$ cat config.mk
export PLATFORM = sky130hd
export DESIGN_NAME = tlc_ns_ctrl
export DESIGN_NICKNAME = d
export VERILOG_FILES = /design/src/rtl/tlc_ns_ctrl_pkg.sv /design/src/rtl/tlc_ns_ctrl_sync.sv /design/src/rtl/tlc_ns_ctrl.sv
export SDC_FILE = /design/constraint.sdc
export NUM_CORES = 1
export LEC_CHECK = 0
export ABC_CLOCK_PERIOD_IN_PS = 2600
export BUFFER_PORTS_ARGS = -buffer_cell sky130_fd_sc_hd__buf_2
export CAP_MARGIN = 15
export CORE_MARGIN = 10
export CORE_UTILIZATION = 40
export CTS_CLUSTER_DIAMETER = 60
export DETAILED_ROUTE_END_ITERATION = 10
export HOLD_SLACK_MARGIN = 0.03
export PLACE_DENSITY = 0.63
export REMOVE_ABC_BUFFERS = 1
export SETUP_SLACK_MARGIN = 0.5
export SLEW_MARGIN = 10
export SYNTH_ARGS = -nofsm -noshare
export SYNTH_HDL_FRONTEND = slang
export SYNTH_SLANG_ARGS = --single-unit
$ cat constraint.sdc
create_clock -name clk -period 2.6 [get_ports clk]
set_input_delay 0.39 -clock clk [delete_from_list [all_inputs] [get_ports clk]]
set_output_delay 0.39 -clock clk [all_outputs]
set_load 0.01 [all_outputs]
$ cat src/rtl/tlc_ns_ctrl_pkg.sv
// Shared definitions for the left-turn traffic light controller: state codes,
// light codes, sensor bundle and small decode helpers.
package tlc_ns_ctrl_pkg;

  typedef enum logic [2:0] {
    S0 = 3'b000,  // A green
    S1 = 3'b001,  // A yellow (into left)
    S2 = 3'b010,  // A left
    S3 = 3'b011,  // A yellow (into B)
    S4 = 3'b100,  // B green
    S5 = 3'b101,  // B yellow (into left)
    S6 = 3'b110,  // B left
    S7 = 3'b111   // B yellow (into A)
  } state_e;

  localparam logic [1:0] LT_G = 2'b00;
  localparam logic [1:0] LT_Y = 2'b01;
  localparam logic [1:0] LT_L = 2'b10;
  localparam logic [1:0] LT_R = 2'b11;

  typedef struct packed {
    logic ta;
    logic tal;
    logic tb;
    logic tbl;
  } sens_t;

  // The phase order is a plain ring, so the successor is just +1 mod 8.
  function automatic state_e next_phase(state_e s);
    return state_e'(s + 3'd1);
  endfunction

  function automatic logic [1:0] light_a(state_e s);
    logic [1:0] lt;
    lt = LT_R;
    case (s)
      S0:      lt = LT_G;
      S1, S3:  lt = LT_Y;
      S2:      lt = LT_L;
      default: lt = LT_R;
    endcase
    return lt;
  endfunction

  function automatic logic [1:0] light_b(state_e s);
    logic [1:0] lt;
    lt = LT_R;
    case (s)
      S4:      lt = LT_G;
      S5, S7:  lt = LT_Y;
      S6:      lt = LT_L;
      default: lt = LT_R;
    endcase
    return lt;
  endfunction

endpackage

$ cat src/rtl/tlc_ns_ctrl_sync.sv
// Two-flop synchroniser for the asynchronous traffic sensors; runs every clk,
// independent of the timing enable.
module tlc_sync2 #(
  parameter int W = 4
) (
  input  logic         clk,
  input  logic         reset,
  input  logic [W-1:0] d,
  output logic [W-1:0] q
);

  logic [W-1:0] meta_q, meta_d;
  logic [W-1:0] sync_q, sync_d;

  always_comb begin
    meta_d = d;
    sync_d = meta_q;
  end

  always_ff @(posedge clk) begin
    if (reset) begin
      meta_q <= '0;
      sync_q <= '0;
    end else begin
      meta_q <= meta_d;
      sync_q <= sync_d;
    end
  end

  assign q = sync_q;

endmodule

$ cat src/rtl/tlc_ns_ctrl.sv
// Next-state logic and state register for the 8-phase traffic light controller.
// Sensor demand only stretches or shortens dwell; the phase order never changes.
module tlc_ns_ctrl
  import tlc_ns_ctrl_pkg::*;
#(
  parameter int CNT_W   = 5,
  parameter int YEL_CYC = 3,
  parameter int MIN_GRN = 4,
  parameter int MIN_LFT = 2,
  parameter int MAX_GRN = 12
) (
  input  logic             clk,
  input  logic             reset,
  input  logic             en,
  input  logic             Ta,
  input  logic             Tal,
  input  logic             Tb,
  input  logic             Tbl,
  output logic [2:0]       q,
  output logic             chg,
  output logic [CNT_W-1:0] tmr
);

  localparam logic [CNT_W-1:0] T_MIN_G = CNT_W'(MIN_GRN - 1);
  localparam logic [CNT_W-1:0] T_MIN_L = CNT_W'(MIN_LFT - 1);
  localparam logic [CNT_W-1:0] T_MAX   = CNT_W'(MAX_GRN - 1);
  localparam logic [CNT_W-1:0] T_YEL   = CNT_W'(YEL_CYC - 1);
  localparam logic [CNT_W-1:0] T_SAT   = {CNT_W{1'b1}};

  sens_t sens_raw;
  sens_t sens_s;

  assign sens_raw = {Ta, Tal, Tb, Tbl};

  tlc_sync2 #(.W(4)) u_sync (
    .clk   (clk),
    .reset (reset),
    .d     (sens_raw),
    .q     (sens_s)
  );

  state_e           state_q, state_d;
  logic [CNT_W-1:0] tmr_q, tmr_d;
  logic             chg_q, chg_d;
  logic             leave;
  logic             min_g, min_l, at_max;

  assign min_g  = (tmr_q >= T_MIN_G);
  assign min_l  = (tmr_q >= T_MIN_L);
  assign at_max = (tmr_q >= T_MAX);

  // Greens hold while own traffic remains, but yield at the limit only if
  // the other street is actually waiting; left phases yield at the limit regardless.
  always_comb begin
    leave = 1'b0;
    case (state_q)
      S0: leave = min_g && (!sens_s.ta  || (at_max && (sens_s.tb || sens_s.tbl)));
      S4: leave = min_g && (!sens_s.tb  || (at_max && (sens_s.ta || sens_s.tal)));
      S2: leave = min_l && (!sens_s.tal || at_max);
      S6: leave = min_l && (!sens_s.tbl || at_max);
      S1, S3, S5, S7: leave = (tmr_q == T_YEL);
    endcase
  end

  always_comb begin
    state_d = state_q;
    tmr_d   = tmr_q;
    chg_d   = 1'b0;
    if (en) begin
      if (leave) begin
        state_d = next_phase(state_q);
        tmr_d   = '0;
        chg_d   = 1'b1;
      end else if (tmr_q != T_SAT) begin
        tmr_d = tmr_q + CNT_W'(1);
      end
    end
  end

  always_ff @(posedge clk) begin
    if (reset) begin
      state_q <= S0;
      tmr_q   <= '0;
      chg_q   <= 1'b0;
    end else begin
      state_q <= state_d;
      tmr_q   <= tmr_d;
      chg_q   <= chg_d;
    end
  end

  assign q   = state_q;
  assign tmr = tmr_q;
  assign chg = chg_q;

endmodule
==> run summary <==
The worst register-to-register path begins at q[1]. TritonCTS built the clock tree. Setup repair after global routing could not meet its margin everywhere. TritonCTS buffer count: 3.

The type of the worst setup path was reg2reg. For the number of max-cap violations, the log shows 0. Summed over all instances, the cell type with the most area after synthesis is sky130_fd_sc_hd__dfxtp_1. The number of antenna diodes in the final layout is 0. The initial core utilization came out at 42.5%.

The area added between synthesis and finish is 26.6%, and the area inside the core boundary is 0.00225 sq mm. The fraction of layout instances using a drive strength above 1 was 40.8%. In the post-synthesis netlist, the biggest area contributors are sky130_fd_sc_hd__dfxtp_1 36%, sky130_fd_sc_hd__ha_1 13%, sky130_fd_sc_hd__nor2b_1 5.2%. For the clock latency of the later-clocked register in the worst-skew pair, the log shows 0.28 ns.

The floorplan die height was 69.0 um; the number of endpoints with negative hold slack in the final report was 0. The path class of the lowest-slack min-delay path was in2reg. Dividing the final minimum period by the clock period gives 81.9%.

For the largest net degree at the start of global routing, the log shows 16. In this run the power density over the cells is 420 mW/mm^2. The estimated wirelength of the detail-placed design was 1400 um; the power after layout was 509 uW. The final layout contains routed wiring with a total length of 2020 um. The critical path starts at q[1].

The global placement routability congestion came out at 0.763. IR analysis of the VDD net gives a maximum drop of 0.000299 V. Headroom to the max-slew limit came out at 74.9%. The number of global-route vias before repair came out at 756.

The library cell used most frequently in the layout, excluding fill and tap cells, is sky130_fd_sc_hd__buf_2. Setup violations remaining at the end of the flow were counted as 0. The tools report the number of max-slew violations in the final report as 0. The run gives 2.78 ns as the worst path required time. Yosys mapped the design onto 35 distinct sky130hd cell types. Port buffering added 15 buffers.

Counting every instance in the synthesized netlist gives 95. Hold is met by 0.312 ns. Registers take 357 sq um. Static timing analysis puts the maximum clock frequency at 470 MHz. In the routed layout, each cell is associated on average with a via count of 5.06. The count of standard-cell rows was 17.

For this run, the register share of the synthesized area comes to 35.5%. The run gives 0 as the count of warnings emitted by yosys. In the layout the commonest cells are 15 x sky130_fd_sc_hd__buf_2, 12 x sky130_fd_sc_hd__dfxtp_1, 9 x sky130_fd_sc_hd__inv_1. Summed over all layers, the global routing overflow is 0.

After synthesis the cells add up to 958 sq um. For this run, the post-layout net count is 138. For this design the static power due to leakage is 0.506 nW.

After clock tree synthesis, the clock-pin slew on the worst setup and hold paths is 0.10 ns. The chip width is 69.0 um. The finished layout holds 148 standard cells, fillers aside. In this run the clock root is driven by a sky130_fd_sc_hd__clkbuf_4. After clock tree synthesis, the flow added hold-fix buffers numbering 0. Along the worst path, the maximum fanout reaches 5. The run finished with clean final reports. The initial antenna violation count was 0.

At the worst endpoint, the arrival time is 2.31 ns. The run gives 0 ns as the aggregate negative setup slack. The initial detailed-routing violation count is 18. The mean post-synth cell area came out at 10.1 sq um.

STA classifies the critical path endpoint as a flip-flop. The run gives 618 sq um as the area taken by multi-input logic gates. Summing over every cut layer, the via total after detailed routing is 749. In this run the most critical hold path is launched from Tal. Cells fill 53.8% of the core in the end. In the final routed layout, each cell accounts on average for 13.7 um.

The die footprint was 0.00475 sq mm; the number of register bits inferred by synthesis was 17. Across every metal layer, demand over resource in global routing totals 9.44%. H-tree depth: 1. 16 I/O pins were placed.

The first-pass GRT wire length was 3400 um; the number of fillers in the final layout was 224. Clock tree synthesis found a total of 17 sinks. For the pin with the worst max-slew slack, the measured transition is 0.374 ns. The time the final worst path needs with I/O delays and setup came out at 2.13 ns. The number of buffers on the longest clock path was 2; the portion of synthesized cell area occupied by the leading cell type was 35.5%. The final clock skew is 0.00446 ns, and the number of optimization iterations in the first detailed-route pass is 4. The kind of launch point of the worst setup path was a flip-flop.

Including well taps, the total number of placed cells is 136. For this run, design rule violations remaining after detail routing come to 0. The number of antenna-violating nets in the routed design is 0.
[registers in the layout (all words and copies together) (netlist names)]
signal	count
chg	1
q	3
tmr	5
u_sync.meta_q	4
u_sync.q	4
[metrics by stage]
step                      cell area [sq um]  setup slack [ns]
after floorplan                         943             0.446
after global placement                 1050             0.427
after detailed placement               1050             0.364
after CTS                              1150             0.501
after global routing                   1210             0.427
final                                  1210             0.471
[per-layer routing]
metal  up-vias  share of wire [%]  GRT usage, %
li1        389                  -             -
met1       340                 46          10.8
met4         0                2.0          4.68
met2        16                 47          15.1
met5         -                  0             0
met3         4                5.1          3.54
[logic make-up (layout without fill, tap and decap cells)]
group	Yosys count	count (layout)	synth area share (%)
flip-flops	17	17	35.5
buffers and inverters	11	36	5.09
AND/OR/NAND/NOR	29	29	17.2
AO/OA/AOI/OAI	27	27	28.1
adder cells (fa/ha/maj)	10	10	13.1
multiplexers	1	1	1.04
[worst max-delay path, stage by stage, from the launching register on]
cell                       delay, ns
sky130_fd_sc_hd__dfxtp_4        0.37
sky130_fd_sc_hd__ha_4           0.17
sky130_fd_sc_hd__ha_4           0.14
sky130_fd_sc_hd__or3_4          0.39
sky130_fd_sc_hd__a211oi_4       0.24
sky130_fd_sc_hd__buf_4          0.17
sky130_fd_sc_hd__a31oi_4        0.11
sky130_fd_sc_hd__a21o_2         0.23
sky130_fd_sc_hd__a32o_1         0.19
[final cells by class]
cell class,count,share of cell area (%)
Multi-Input combinational cell,67,50.9
Sequential cell,17,29.4
Timing Repair Buffer,23,11.8
Tap cell,28,2.89
Inverter,9,2.78
Clock buffer,3,1.86
Clock inverter,1,0.412
[what timing repair did]
| action | 4_1_cts | 5_1_grt |
|---|---|---|
| buffers inserted | 4 | 4 |
| gates resized for setup | 13 | 7 |
| setup endpoints to repair | 8 | 7 |
| pin swaps | 7 | 6 |
| cloned | 0 | 0 |
[synth_stat cells]
cell	instances
sky130_fd_sc_hd__dfxtp_1	17
sky130_fd_sc_hd__ha_1	10
sky130_fd_sc_hd__inv_1	9
sky130_fd_sc_hd__nor2b_1	8
sky130_fd_sc_hd__nor2_1	5
sky130_fd_sc_hd__a21oi_1	4
sky130_fd_sc_hd__nand2_1	4
sky130_fd_sc_hd__nor3_1	3
sky130_fd_sc_hd__a211oi_2	2
sky130_fd_sc_hd__a31oi_1	2
sky130_fd_sc_hd__a31oi_4	2
sky130_fd_sc_hd__nand3_1	2
sky130_fd_sc_hd__o21ai_0	2
sky130_fd_sc_hd__o21ai_1	2
sky130_fd_sc_hd__o22ai_1	2
sky130_fd_sc_hd__or3_1	2
sky130_fd_sc_hd__a211o_1	1
sky130_fd_sc_hd__a211oi_4	1
sky130_fd_sc_hd__a21bo_2	1
sky130_fd_sc_hd__a21o_2	1
sky130_fd_sc_hd__a21oi_4	1
sky130_fd_sc_hd__a32o_1	1
sky130_fd_sc_hd__and3_1	1
sky130_fd_sc_hd__buf_6	1
sky130_fd_sc_hd__clkbuf_1	1
sky130_fd_sc_hd__mux2i_1	1
sky130_fd_sc_hd__nand3b_1	1
sky130_fd_sc_hd__nand3b_2	1
sky130_fd_sc_hd__nand4b_1	1
sky130_fd_sc_hd__nor3_2	1
sky130_fd_sc_hd__o2111ai_4	1
sky130_fd_sc_hd__o211ai_1	1
sky130_fd_sc_hd__o211ai_2	1
sky130_fd_sc_hd__o21a_1	1
sky130_fd_sc_hd__o311ai_1	1
[worst paths after layout]
path | end | slack (ns) | cells past startpoint
worst max register to register | tmr[3] | 0.47 | 8
worst min-delay path | u_sync.meta_q[2] | 0.31 | 2
worst max-delay path | tmr[3] | 0.47 | 8
worst min register to register | u_sync.q[1] | 0.45 | 1
[power by group]
part | leakage (nW) | switching [mW] | internal [mW]
registers | 0.143 | 0.0122 | 0.270
clock network | 0.0177 | 0.0789 | 0.0570
logic | 0.346 | 0.0469 | 0.0450
No activity file was read; power rests on OpenSTA's default activity.
